$ cat config.mk
export PLATFORM = sky130hd
export DESIGN_NAME = store_buffer
export DESIGN_NICKNAME = d
export VERILOG_FILES = /design/src/rtl/store_buffer.sv
export SDC_FILE = /design/constraint.sdc
export NUM_CORES = 1
export LEC_CHECK = 0
export ABC_AREA = 0
export BUFFER_PORTS_ARGS = -buffer_cell sky130_fd_sc_hd__buf_2
export CAP_MARGIN = 20
export CORE_UTILIZATION = 60
export DETAILED_ROUTE_END_ITERATION = 10
export PLACE_DENSITY = 0.85
export SYNTH_ARGS = -nofsm -noshare
export SYNTH_HDL_FRONTEND = slang
export SYNTH_SLANG_ARGS = --single-unit
$ cat constraint.sdc
create_clock -name clk -period 12.8 [get_ports clk]
set_input_delay 2.56 -clock clk [delete_from_list [all_inputs] [get_ports clk]]
set_output_delay 2.56 -clock clk [all_outputs]
set_load 0.02 [all_outputs]
$ cat src/rtl/store_buffer.sv
// In-order store queue: captures resolved stores from the CDB, holds them until
// the ROB commits their tag, drains committed stores to memory in program order.
module store_buffer #(
  parameter int unsigned DEPTH = 8,
  parameter int unsigned TAG_W = 8
) (
  input  logic             clk,
  input  logic             rst,
  input  logic             cdb_in_valid,
  input  logic [TAG_W-1:0] cdb_in_index,
  input  logic [31:0]      cdb_in_addr,
  input  logic [31:0]      cdb_in_result,
  input  logic [1:0]       cdb_in_size,
  output logic             full,
  input  logic             commit_valid,
  input  logic [TAG_W-1:0] commit_tag,
  input  logic             br,
  input  logic             check_load_enable,
  input  logic [31:0]      check_load_addr,
  output logic             can_load_enable,
  output logic             mem_we_o,
  output logic [31:0]      mem_addr_o,
  output logic [31:0]      mem_data_o,
  output logic [3:0]       mem_sel_o,
  input  logic             mem_ready
);

  localparam int unsigned PTR_W = $clog2(DEPTH);
  localparam int unsigned CNT_W = PTR_W + 1;

  localparam logic [0:0] IDLE  = 1'b0;
  localparam logic [0:0] WRITE = 1'b1;

  logic [TAG_W-1:0] tag_q  [DEPTH];
  logic [31:0]      addr_q [DEPTH];
  logic [31:0]      data_q [DEPTH];
  logic [1:0]       size_q [DEPTH];

  logic [DEPTH-1:0] valid_q, valid_d, cmt_q, cmt_d, cmt_c, hit;
  logic [PTR_W-1:0] head_q, head_d, tail_q, tail_d, idx;
  logic [CNT_W-1:0] count_q, count_d, plen;
  logic [0:0]       state_q, state_d;
  logic             mem_we_q, mem_we_d;
  logic [31:0]      mem_addr_q, mem_addr_d, mem_data_q, mem_data_d;
  logic [3:0]       mem_sel_q, mem_sel_d;
  logic             enq, pop, run;
  logic [3:0]       head_sel;
  logic [31:0]      head_data;
  logic             unused_check_bits;

  assign full = (count_q == CNT_W'(DEPTH));
  assign enq  = cdb_in_valid && (cdb_in_index != '0) && !full && !br;
  // Misaligned entries carry no strobe and retire without waiting for memory.
  assign pop  = (state_q == WRITE) && (mem_ready || !mem_we_q);

  assign mem_we_o   = mem_we_q;
  assign mem_addr_o = mem_addr_q;
  assign mem_data_o = mem_data_q;
  assign mem_sel_o  = mem_sel_q;

  assign unused_check_bits = ^check_load_addr[1:0];

  always_comb begin
    head_sel  = '0;
    head_data = data_q[head_q];
    case (size_q[head_q])
      2'b00: begin
        head_sel  = 4'b0001 << addr_q[head_q][1:0];
        head_data = {4{data_q[head_q][7:0]}};
      end
      2'b01: begin
        head_data = {2{data_q[head_q][15:0]}};
        if (!addr_q[head_q][0]) head_sel = addr_q[head_q][1] ? 4'b1100 : 4'b0011;
      end
      2'b10:   head_sel = 4'b1111;
      default: head_sel = '0;
    endcase
  end

  always_comb begin
    hit = '0;
    for (int unsigned i = 0; i < DEPTH; i++)
      hit[i] = valid_q[i] && (addr_q[i][31:2] == check_load_addr[31:2]);
  end

  assign can_load_enable = !(check_load_enable && (|hit));

  always_comb begin
    valid_d    = valid_q;
    head_d     = head_q;
    tail_d     = tail_q;
    count_d    = count_q;
    state_d    = state_q;
    mem_we_d   = mem_we_q;
    mem_addr_d = mem_addr_q;
    mem_data_d = mem_data_q;
    mem_sel_d  = mem_sel_q;
    idx        = '0;
    plen       = '0;
    run        = 1'b1;

    cmt_c = cmt_q;
    for (int unsigned i = 0; i < DEPTH; i++)
      if (commit_valid && valid_q[i] && (tag_q[i] == commit_tag)) cmt_c[i] = 1'b1;
    cmt_d = cmt_c;

    case (state_q)
      IDLE: begin
        if ((count_q != '0) && cmt_q[head_q]) begin
          mem_addr_d = {addr_q[head_q][31:2], 2'b00};
          mem_data_d = head_data;
          mem_sel_d  = head_sel;
          mem_we_d   = (head_sel != '0);
          state_d    = WRITE;
        end
      end
      default: begin
        if (pop) begin
          mem_we_d         = 1'b0;
          state_d          = IDLE;
          valid_d[head_q]  = 1'b0;
          cmt_d[head_q]    = 1'b0;
          head_d           = head_q + 1'b1;
        end
      end
    endcase

    // Flush keeps only the committed prefix counted from the pre-pop head.
    for (int unsigned k = 0; k < DEPTH; k++) begin
      idx = head_q + PTR_W'(k);
      if (run && (CNT_W'(k) < count_q) && cmt_c[idx]) plen = plen + 1'b1;
      else run = 1'b0;
    end

    if (br) begin
      valid_d = valid_d & cmt_c;
      tail_d  = head_q + plen[PTR_W-1:0];
      count_d = plen - CNT_W'(pop);
    end else begin
      if (enq) begin
        valid_d[tail_q] = 1'b1;
        cmt_d[tail_q]   = commit_valid && (commit_tag == cdb_in_index);
        tail_d          = tail_q + 1'b1;
      end
      count_d = count_q + CNT_W'(enq) - CNT_W'(pop);
    end
  end

  always_ff @(posedge clk) begin
    if (!rst) begin
      valid_q    <= '0;
      cmt_q      <= '0;
      head_q     <= '0;
      tail_q     <= '0;
      count_q    <= '0;
      state_q    <= IDLE;
      mem_we_q   <= 1'b0;
      mem_addr_q <= '0;
      mem_data_q <= '0;
      mem_sel_q  <= '0;
    end else begin
      valid_q    <= valid_d;
      cmt_q      <= cmt_d;
      head_q     <= head_d;
      tail_q     <= tail_d;
      count_q    <= count_d;
      state_q    <= state_d;
      mem_we_q   <= mem_we_d;
      mem_addr_q <= mem_addr_d;
      mem_data_q <= mem_data_d;
      mem_sel_q  <= mem_sel_d;
    end
  end

  always_ff @(posedge clk) begin
    if (rst && enq) begin
      tag_q[tail_q]  <= cdb_in_index;
      addr_q[tail_q] <= cdb_in_addr;
      data_q[tail_q] <= cdb_in_result;
      size_q[tail_q] <= cdb_in_size;
    end
  end

endmodule

==> results.ini <==
[timing]
skew_ps=19.21
slew_violations=0
post-route-period-util=0.7295
hold_violations=0
rsz0062_at_grt=no
tightest_slew_ps=1066
slew_headroom=0.2893
setup_tns_ps=0
min_period_ps=9338
setup_viol=0
max_freq_mhz=107.1

[routing]
wl_met1_um=30110
avgRoutedWirePerCell_um=28.29
wl_um=81800
remaining_drc_errors=0
wl_met3_um=8469
met2_length_um=39950
vias_per_cell=6.531
drt-pass1-iter-count=6
dr_total_vias=18880
ant_nets=0
top_layer=met5
drt_iter0_drc=2183

[critical_path]
critical_path_class=input port to flip-flop
crit_path_end=tail_q[1]$_SDFFE_PN0P_
startpoint=commit_tag[5]
critPathLaunchType=input port
worstSetupEndpointType=flip-flop
rr_startpoint=head_q[1]$_SDFFE_PN0P_
cp_max_fo=10
r2r_end=tail_q[1]$_SDFFE_PN0P_
cp.required_ps=13310
reg2reg_setup_slack_ps=4410
r2r_cells=25
cp.arrival_ps=9840

[job]
cap_viol_max_count=0

[synthesis]
netlist_area_mm2=0.03090
synthTopCellsByCount=edfxtp_1 (592), xnor2_1 (171), xor2_1 (153)
seq_area_frac_synth=0.6382
synth_most_common_cell=edfxtp_1
yosys.area.top_type=edfxtp_1
ys_seq_elements=689
synth_edf_count=592
ys_warn_count=0
ys.flop_type=edfxtp_1
avgSynthCellArea_um2=15.50
netlist_top_cells_area=edfxtp_1 (58%), mux4_2 (9.9%), dfxtp_1 (6.3%)
synthArstFlopShare=0
ys_types=73
synthCells=1993
synth_top_area_frac=0.5753

[cells_and_area]
area_growth_pct=12.47
num-nets-final=2305
design_area_mm2=0.03475
drive_gt1_frac=0.2274

[pwr]
powerDensity_mw_per_mm2=135.3
switching_share=0.2113
p_int_uw=3707
pwr-share-clk=0.435
p_leak_uw=0.01119
switchingPower_uw=993.3
p_seq_frac=0.523
combPwrFrac=0.042
peakVddDrop_mv=0.1293

[placement]
io_buffers=187
gp_congestion=0.9584
hpwl_um=52650
dpl-instance-area_mm2=0.03245

[grt]
grt_max_degree=76
grt_pass1_wl_um=122300
grt_pass1_vias=19180
grt.overflow.total=0
grt_util_all_layers=0.3167
antenna_found_initial=20

[clock_tree]
tritoncts=built
clk_transition_reported_paths_ps=60
clockBufferDepth=3
cts.hold.buffers_added=0
cts_resized=0
clock_sinks=689
postCtsSetupBuffers=0
clk_latency_ps=610
cts_root_buf=clkbuf_16
h-tree-depth=3
cts_buffers=68

[die]
die_w_um=228.9
ios=192
die_area_mm2=0.05241
start_util=0.6121
core-area_mm2=0.05048
dieHeight_um=228.9
fp-row-count=82

[run_status]
status=completed

[hold_path]
hp-class=flip-flop to flip-flop

==> logic make-up (layout without fill, tap and decap cells) <==
| family | after synthesis | after routing | synth area share |
|---|---|---|---|
| buf+inv | 147 | 365 | 0.01968 |
| other cells | 1 | 9 | 0.0001214 |
| mux | 236 | 236 | 0.1338 |
| simple gates | 384 | 384 | 0.06337 |
| xor+xnor | 328 | 328 | 0.09415 |
| fa+ha+maj | 25 | 25 | 0.01061 |
| compound gates | 183 | 183 | 0.04013 |
| flops | 689 | 689 | 0.6382 |
==> per-stage QoR <==
step	utilization	hold slack (ps)	setup slack, ps	total power (uW)	instances
CTS	0.6881	454.6	3486	4705	2884
global route	0.6883	483.0	2908	4803	2889
finish	0.6884	459.4	3462	4701	2891
global placement	0.6429	440.0	3140	2690	2761
detailed placement	0.6429	446.3	2876	2698	2761
floorplan	-	473.0	1817	2614	1994
==> layer usage <==
layer / global-route usage / vias up
li1: - / 8000
met1: 0.4146 / 9508
met2: 0.5124 / 1150
met3: 0.07423 / 200
met4: 0.1310 / 24
met5: 0 / -
==> critical path, cell delays in order <==
cell and delay (ps):
buf_2 280, xor2_1 210, nor4_1 110, a31oi_1 720
inv_1 120, mux4_2 480, o221ai_1 180, nor2_1 70
ha_1 260, a21boi_0 180, and3_1 200, nor3_1 540
nor2b_1 120, xnor2_1 370, inv_1 190, ha_1 320
inv_1 50, o21bai_1 180, ha_1 270, o32a_1 390
ha_1 310, nand2_1 70, nand2_1 60, ha_1 260
mux2_2 260, mux2i_1 340, fa_1 510, a211oi_1 210
==> registers in the layout, summed over array words and instances, names as in the netlist, 4 cells and up, named ones only <==
register / count
mem_data_o: 32
mem_sel_o: 4
count_q: 4
size_q: 16
tag_q: 64
mem_addr_o: 30
valid_q: 8
addr_q: 256
cmt_q: 8
data_q: 256
==> layout by cell type, fill, tap and decap left out, drive strengths merged, types with 47 or more instances in the layout <==
cell,count
nor2,113
edfxtp,592
clkbuf,90
nor4,47
xnor2,171
dfxtp,97
a211oi,57
nand4,61
xor2,156
nand2,79
mux2i,81
a21oi,52
mux4,139
buf,214
==> final cells by class <==
class | count | area (um^2)
Sequential cell | 689 | 19730
Fill cell | 3250 | 15730
Multi-Input combinational cell | 1158 | 10640
Clock buffer | 90 | 1907
Timing Repair Buffer | 214 | 1139
Tap cell | 672 | 840.8
Clock inverter | 33 | 371.6
Inverter | 28 | 107.6
Antenna cell | 7 | 17.52
==> power groups by stage <==
stage	sequential, uW	combinational [uW]	clock [uW]
after CTS	2460	194	2050
after global routing	2460	208	2140
final	2460	197	2050
after detailed placement	2510	192	0
after global placement	2500	185	0
after floorplan	2510	107	0
==> worst min path at each step <==
stage	slack (ps)	cells past startpoint	from	to
after floorplan	470	2	state_q$_SDFF_PN0_	state_q$_SDFF_PN0_
after global placement	440	2	mem_data_o[16]$_SDFFE_PN0P_	mem_data_o[16]$_SDFFE_PN0P_
after detailed placement	450	2	mem_data_o[21]$_SDFFE_PN0P_	mem_data_o[21]$_SDFFE_PN0P_
after CTS	450	2	mem_data_o[21]$_SDFFE_PN0P_	mem_data_o[21]$_SDFFE_PN0P_
after global routing	480	2	mem_data_o[14]$_SDFFE_PN0P_	mem_data_o[14]$_SDFFE_PN0P_
final	460	2	mem_data_o[21]$_SDFFE_PN0P_	mem_data_o[21]$_SDFFE_PN0P_
Note: power is estimated with default switching activity, not from simulation.
